<file path="config.mk">
export PLATFORM = sky130hd
export DESIGN_NAME = mem_port_arbiter
export DESIGN_NICKNAME = d
export VERILOG_FILES = /design/src/rtl/rv32imc_types.sv /design/src/rtl/mem_arb_req_buf.sv /design/src/rtl/mem_port_arbiter.sv
export SDC_FILE = /design/constraint.sdc
export NUM_CORES = 1
export LEC_CHECK = 0
export CORE_MARGIN = 3
export CORE_UTILIZATION = 35
export DETAILED_ROUTE_END_ITERATION = 6
export GPL_TIMING_DRIVEN = 0
export REMOVE_ABC_BUFFERS = 1
export SLEW_MARGIN = 10
export SYNTH_ARGS = -nofsm -noshare
export SYNTH_HDL_FRONTEND = slang
export SYNTH_HIERARCHICAL = 1
export SYNTH_SLANG_ARGS = --single-unit
</file>
<file path="constraint.sdc">
create_clock -name clk -period 4.2 [get_ports clk]
set_input_delay 0.42 -clock clk [delete_from_list [all_inputs] [get_ports clk]]
set_output_delay 0.42 -clock clk [all_outputs]
set_load 0.03 [all_outputs]
</file>
<file path="src/rtl/rv32imc_types.sv">
// Shared types for the rv32imc memory-side blocks: arbiter FSM state and the
// request record held in the arbiter's pending registers.
package rv32imc_types;

  typedef enum logic [1:0] {
    StIdle,
    StBusyI,
    StBusyD
  } mem_arb_state_t;

  typedef struct packed {
    logic [31:0] addr;
    logic [3:0]  rmask;
    logic [3:0]  wmask;
    logic [31:0] wdata;
  } mem_req_t;

endpackage

</file>
<file path="src/rtl/mem_arb_req_buf.sv">
// Pending holding register for one requester of mem_port_arbiter.
// Capture takes precedence over clear.
module mem_arb_req_buf (
  input  logic        clk,
  input  logic        rst,
  input  logic        capture,
  input  logic        clear,
  input  logic [31:0] cap_addr,
  input  logic [3:0]  cap_rmask,
  input  logic [3:0]  cap_wmask,
  input  logic [31:0] cap_wdata,
  output logic        valid,
  output logic [31:0] addr,
  output logic [3:0]  rmask,
  output logic [3:0]  wmask,
  output logic [31:0] wdata
);
  import rv32imc_types::*;

  logic     valid_q;
  mem_req_t req_q;

  always_ff @(posedge clk or posedge rst) begin
    if (rst) begin
      valid_q <= 1'b0;
      req_q   <= '0;
    end else if (capture) begin
      valid_q <= 1'b1;
      req_q   <= '{addr: cap_addr, rmask: cap_rmask, wmask: cap_wmask, wdata: cap_wdata};
    end else if (clear) begin
      valid_q <= 1'b0;
    end
  end

  assign valid = valid_q;
  assign addr  = req_q.addr;
  assign rmask = req_q.rmask;
  assign wmask = req_q.wmask;
  assign wdata = req_q.wdata;

endmodule

</file>
<file path="src/rtl/mem_port_arbiter.sv">
// Shares one non-pipelined memory port between imem and dmem, one transaction in flight.
// Define MEM_ARB_RR_EN for round-robin arbitration; otherwise dmem has fixed priority.
module mem_port_arbiter
  import rv32imc_types::*;
(
  input  logic        clk,
  input  logic        rst,
  input  logic [31:0] imem_addr,
  input  logic [3:0]  imem_rmask,
  output logic [31:0] imem_rdata,
  output logic        imem_resp,
  input  logic [31:0] dmem_addr,
  input  logic [31:0] dmem_wdata,
  input  logic [3:0]  dmem_rmask,
  input  logic [3:0]  dmem_wmask,
  output logic [31:0] dmem_rdata,
  output logic        dmem_resp,
  output logic [31:0] mem_addr,
  output logic [31:0] mem_wdata,
  output logic [3:0]  mem_rmask,
  output logic [3:0]  mem_wmask,
  input  logic [31:0] mem_rdata,
  input  logic        mem_resp
);

  mem_arb_state_t state_q, state_d;

  logic        i_live, d_live, i_live_ok, d_live_ok, i_has, d_has, d_wins;
  logic        i_pend_valid, d_pend_valid, i_cap, d_cap, i_clr, d_clr, issue_i, issue_d;
  logic [31:0] i_pend_addr, i_pend_wdata, d_pend_addr, d_pend_wdata;
  logic [3:0]  i_pend_rmask, i_pend_wmask, d_pend_rmask, d_pend_wmask;
  mem_req_t    i_live_req, d_live_req, i_pend_req, d_pend_req, i_cand_req, d_cand_req;
  mem_req_t    issue_req;

  assign i_live     = |imem_rmask;
  assign d_live     = (|dmem_rmask) || (|dmem_wmask);
  assign i_live_req = '{addr: imem_addr, rmask: imem_rmask, wmask: 4'h0, wdata: 32'h0};
  assign d_live_req = '{addr: dmem_addr, rmask: dmem_rmask, wmask: dmem_wmask, wdata: dmem_wdata};
  assign i_pend_req = '{addr: i_pend_addr, rmask: i_pend_rmask, wmask: i_pend_wmask,
                        wdata: i_pend_wdata};
  assign d_pend_req = '{addr: d_pend_addr, rmask: d_pend_rmask, wmask: d_pend_wmask,
                        wdata: d_pend_wdata};

  // A live request is dropped if its requester already has one pending or in flight.
  assign i_live_ok  = i_live && !i_pend_valid && (state_q != StBusyI);
  assign d_live_ok  = d_live && !d_pend_valid && (state_q != StBusyD);
  assign i_has      = i_live_ok || i_pend_valid;
  assign d_has      = d_live_ok || d_pend_valid;
  assign i_cand_req = i_live_ok ? i_live_req : i_pend_req;
  assign d_cand_req = d_live_ok ? d_live_req : d_pend_req;

`ifdef MEM_ARB_RR_EN
  logic last_grant_d_q;

  always_ff @(posedge clk or posedge rst) begin
    if (rst) begin
      last_grant_d_q <= 1'b0;
    end else if (issue_i || issue_d) begin
      last_grant_d_q <= issue_d;
    end
  end

  assign d_wins = !last_grant_d_q;
`else
  assign d_wins = 1'b1;
`endif

  mem_arb_req_buf u_imem_buf (
    .clk       (clk),
    .rst       (rst),
    .capture   (i_cap),
    .clear     (i_clr),
    .cap_addr  (i_live_req.addr),
    .cap_rmask (i_live_req.rmask),
    .cap_wmask (i_live_req.wmask),
    .cap_wdata (i_live_req.wdata),
    .valid     (i_pend_valid),
    .addr      (i_pend_addr),
    .rmask     (i_pend_rmask),
    .wmask     (i_pend_wmask),
    .wdata     (i_pend_wdata)
  );

  mem_arb_req_buf u_dmem_buf (
    .clk       (clk),
    .rst       (rst),
    .capture   (d_cap),
    .clear     (d_clr),
    .cap_addr  (d_live_req.addr),
    .cap_rmask (d_live_req.rmask),
    .cap_wmask (d_live_req.wmask),
    .cap_wdata (d_live_req.wdata),
    .valid     (d_pend_valid),
    .addr      (d_pend_addr),
    .rmask     (d_pend_rmask),
    .wmask     (d_pend_wmask),
    .wdata     (d_pend_wdata)
  );

  always_ff @(posedge clk or posedge rst) begin
    if (rst) begin
      state_q <= StIdle;
    end else begin
      state_q <= state_d;
    end
  end

  always_comb begin
    state_d   = state_q;
    issue_i   = 1'b0;
    issue_d   = 1'b0;
    i_cap     = 1'b0;
    d_cap     = 1'b0;
    i_clr     = 1'b0;
    d_clr     = 1'b0;
    imem_resp = 1'b0;
    dmem_resp = 1'b0;
    case (state_q)
      StIdle: begin
        if (d_has && (!i_has || d_wins)) begin
          issue_d = 1'b1;
          d_clr   = d_pend_valid;
          i_cap   = i_live_ok;
          state_d = StBusyD;
        end else if (i_has) begin
          issue_i = 1'b1;
          i_clr   = i_pend_valid;
          d_cap   = d_live_ok;
          state_d = StBusyI;
        end
      end
      StBusyI, StBusyD: begin
        i_cap = i_live_ok;
        d_cap = d_live_ok;
        if (mem_resp) begin
          imem_resp = (state_q == StBusyI);
          dmem_resp = (state_q == StBusyD);
          state_d   = StIdle;
        end
      end
      default: state_d = StIdle;
    endcase
    // Outputs are forced quiet while reset is held, not just after it releases.
    if (rst) begin
      issue_i   = 1'b0;
      issue_d   = 1'b0;
      imem_resp = 1'b0;
      dmem_resp = 1'b0;
    end
  end

  assign issue_req  = issue_d ? d_cand_req : (issue_i ? i_cand_req : '0);
  assign mem_addr   = issue_req.addr;
  assign mem_wdata  = issue_req.wdata;
  assign mem_rmask  = issue_req.rmask;
  assign mem_wmask  = issue_req.wmask;
  assign imem_rdata = rst ? 32'h0 : mem_rdata;
  assign dmem_rdata = rst ? 32'h0 : mem_rdata;

  a_imem_protocol: assert property (@(posedge clk) disable iff (rst)
    i_live |-> !(i_pend_valid || state_q == StBusyI));
  a_dmem_protocol: assert property (@(posedge clk) disable iff (rst)
    d_live |-> !(d_pend_valid || state_q == StBusyD || (|dmem_rmask && |dmem_wmask)));

endmodule

</file>
==> impl_metrics.ini <==
[status]
status = finished clean

[finish]
area_growth_pct = 43.8
drive_above_1_share = 0.241
regArea_um2 = 3700
finalNetCount = 1066
fillers = 2056
multi_input_area_um2 = 4400
design_area_um2 = 12500

[global_routing]
grt_pass1_vias = 6483
grt-ovfl-total = 0
grt_max_degree = 47
grt_antenna_before_repair = 4
grt_pass1_wl_um = 39600
grt_use_total = 0.196

[synth]
synth_mux_area_frac = 0.372
synth_area_per_cell_um2 = 13.8
synth_flop_cell = dfrtp_1
synth_cell_types = 36
async_flop_share = 1.00
netlist_area_um2 = 8660
seq_area_frac_synth = 0.427
synth_edf_count = 0
synth_xor_area_frac = 0
yosys_warnings = 6
synth_top_family_by_area = multiplexers
synth_compound_area_frac = 0.0731
synth-simple-area-share = 0.0365
synthCells = 626
synth-seq-cells = 148
synth_fa_ha_area_frac = 0.00578

[floorplanning]
die_area_um2 = 26700
core-area_um2 = 23900
die_width_um = 163
rows = 56
die_h_um = 163
start_util = 0.363
ios = 281

[drt]
via_per_inst = 4.81
ant_nets = 0
first_pass_iters = 4
route.detailed.drc = 0
drt-wirelength-per-cell_um = 20.7
drt_iter0_drc = 214
wirelength_um = 26000
vias = 6035

[cts]
path_clk_slew_ns = 0.06
ctsHoldBuffers = 0
h-tree-depth = 4
cts_num_sinks = 148
cts_buffers = 17
insertion_delay_ns = 0.42
cts-root-buf = clkbuf_16
cts_tree = done
cts_max_path_buffers = 2

[critical_path]
worstPathArrival_ns = 3.60
crit_path_end_kind = primary output
path_buf_inv = 5
path_cells = clkdlybuf4s50_1 > or4_4 > o21ba_2 > nor4b_4 > buf_6 > buf_8 > buf_6 > o2bb2ai_1 > clkdlybuf4s50_1
reg2regPathDepth = 9
cp.required_ns = 3.78
path_class = primary input to primary output
slowest_stage = clkdlybuf4s50_1
startpoint_type = primary input
r2r_start = state_q[1]
worst-path-stages = 9
cp_slowest_stage_delay_ns = 0.70
path_max_fanout = 13
r2r_slack_ns = 0.97
r2r_end = u_imem_buf/wdata[27]
cp_top_family = buffers and inverters
crit_path_start = dmem_wmask[3]
critPathCapture = mem_wdata[17]

[timing]
holdWs_ns = 0.223
tightestPinTransition_ns = 0.812
setup_viol_count_final = 0
period_needed_ns = 4.02
maxSlewHeadroom = 0.459
fmax_mhz = 249
tns_ns = 0
rsz0062_at_grt = no
skew_ns = 0.0107
setup_slack_ns = 0.185
hold_viol_final = 0
finalMaxSlewViolations = 0
final.period_utilization = 0.956

[worst_hold_path]
hold_path_class = primary input to async pin

[placed_design]
dp_hpwl_um = 19300
dpl_worst_slack_ns = -0.123
port_buffers = 280
gp_congestion = 0.763
placed_cell_area_um2 = 11800

[pwr]
power_frac_comb = 0.575
internal-power_mw = 6.11
p_leak_nw = 5.58
p_per_area_nw_per_um2 = 777
finalPower_mw = 9.68
seqPwrFrac = 0.268
pwr-share-clk = 0.157
swShare = 0.369
ir_drop_uv = 339
netSwitchingPower_mw = 3.57

[run]
maxCapViolCount = 0
power by group through the flow:
| stage | logic [mW] | clock network (mW) | registers, mW |
|---|---|---|---|
| CTS | 5.63 | 1.57 | 2.59 |
| global route | 5.91 | 1.64 | 2.69 |
| floorplan | 4.54 | 0 | 2.49 |
| global placement | 6.23 | 0 | 2.57 |
| detailed placement | 5.59 | 0 | 2.60 |
| finish | 5.57 | 1.52 | 2.59 |
state kept, by name, summed over array words and instances, names as in the netlist, 2 cells and up:
name              cells
u_imem_buf/rmask      4
u_dmem_buf/rmask      4
u_imem_buf/wmask      4
u_imem_buf/wdata     32
u_dmem_buf/wdata     32
u_dmem_buf/wmask      4
u_dmem_buf/addr      32
state_q               2
u_imem_buf/addr      32
worst min path at each step:
stage,end,cells after the start,startpoint
2_1_floorplan,state_q[0],1,rst
3_3_place_gp,u_imem_buf/valid,1,u_imem_buf/valid
3_5_place_dp,u_imem_buf/addr[10],1,u_imem_buf/addr[10]
4_1_cts,state_q[1],2,rst
5_1_grt,state_q[1],2,rst
6_report,state_q[1],2,rst
cells in the mapped netlist (2+ instances only):
master,count,area share
buf_2,14,0.0081
buf_6,5,0.0065
ha_1,4,0.0058
nor2b_1,32,0.023
o21ai_0,3,0.0017
clkbuf_1,11,0.0048
o2bb2ai_1,35,0.035
mux2_4,138,0.24
buf_12,14,0.032
nor2_1,4,0.0017
a21o_1,2,0.0017
mux2i_1,108,0.12
o22ai_1,37,0.027
buf_4,33,0.029
mux2_2,6,0.0078
or4_4,2,0.0026
inv_1,11,0.0048
a21oi_1,2,0.0012
dfrtp_1,148,0.43
metrics by stage:
stage                util  std cells
CTS                 0.520       1249
floorplan               -        584
global route        0.521       1255
global placement    0.473       1183
finish              0.521       1255
detailed placement  0.496       1216
layout make-up:
class | count | area share
Tap cell | 319 | 0.0320
Inverter | 11 | 0.00372
Multi-Input combinational cell | 425 | 0.353
Timing Repair Buffer | 316 | 0.267
Antenna cell | 4 | 0.000803
Clock buffer | 18 | 0.0353
Clock inverter | 14 | 0.0114
Sequential cell | 148 | 0.297
kinds of logic (layout without fill, tap and decap cells):
logic type                 count (synthesis)  in the layout
muxes                                    252            252
and+or+nand+nor                           48             48
AOI/OAI and AO/OA                         85             85
buffers and inverters                     88            359
adders and majority gates                  4              4
DFF                                      148            148
other                                      1             40
cells in the final DEF, fill, tap and decap left out, drive strengths merged, types with 17 or more instances in the layout:
cell           instances
dfrtp                148
inv                   17
mux2i                108
buf                   37
clkbuf                18
nor2b                 32
conb                  36
clkdlybuf4s50        279
o2bb2ai               36
mux2                 144
o22ai                 37
timing repair:
| item | in CTS | in global routing |
|---|---|---|
| setup buffers | 1 | 2 |
| resized for setup | 0 | 0 |
| endpoints found under the setup margin | 16 | 8 |
| pin swaps | 1 | 1 |
routing by layer:
layer,vias up,track usage,wire length (um)
li1,2825,-,-
met3,30,0.0573,1800
met5,-,0,0
met2,212,0.332,12600
met4,0,0.0769,793
met1,2968,0.235,10800
(Power assumes the default switching activity.)
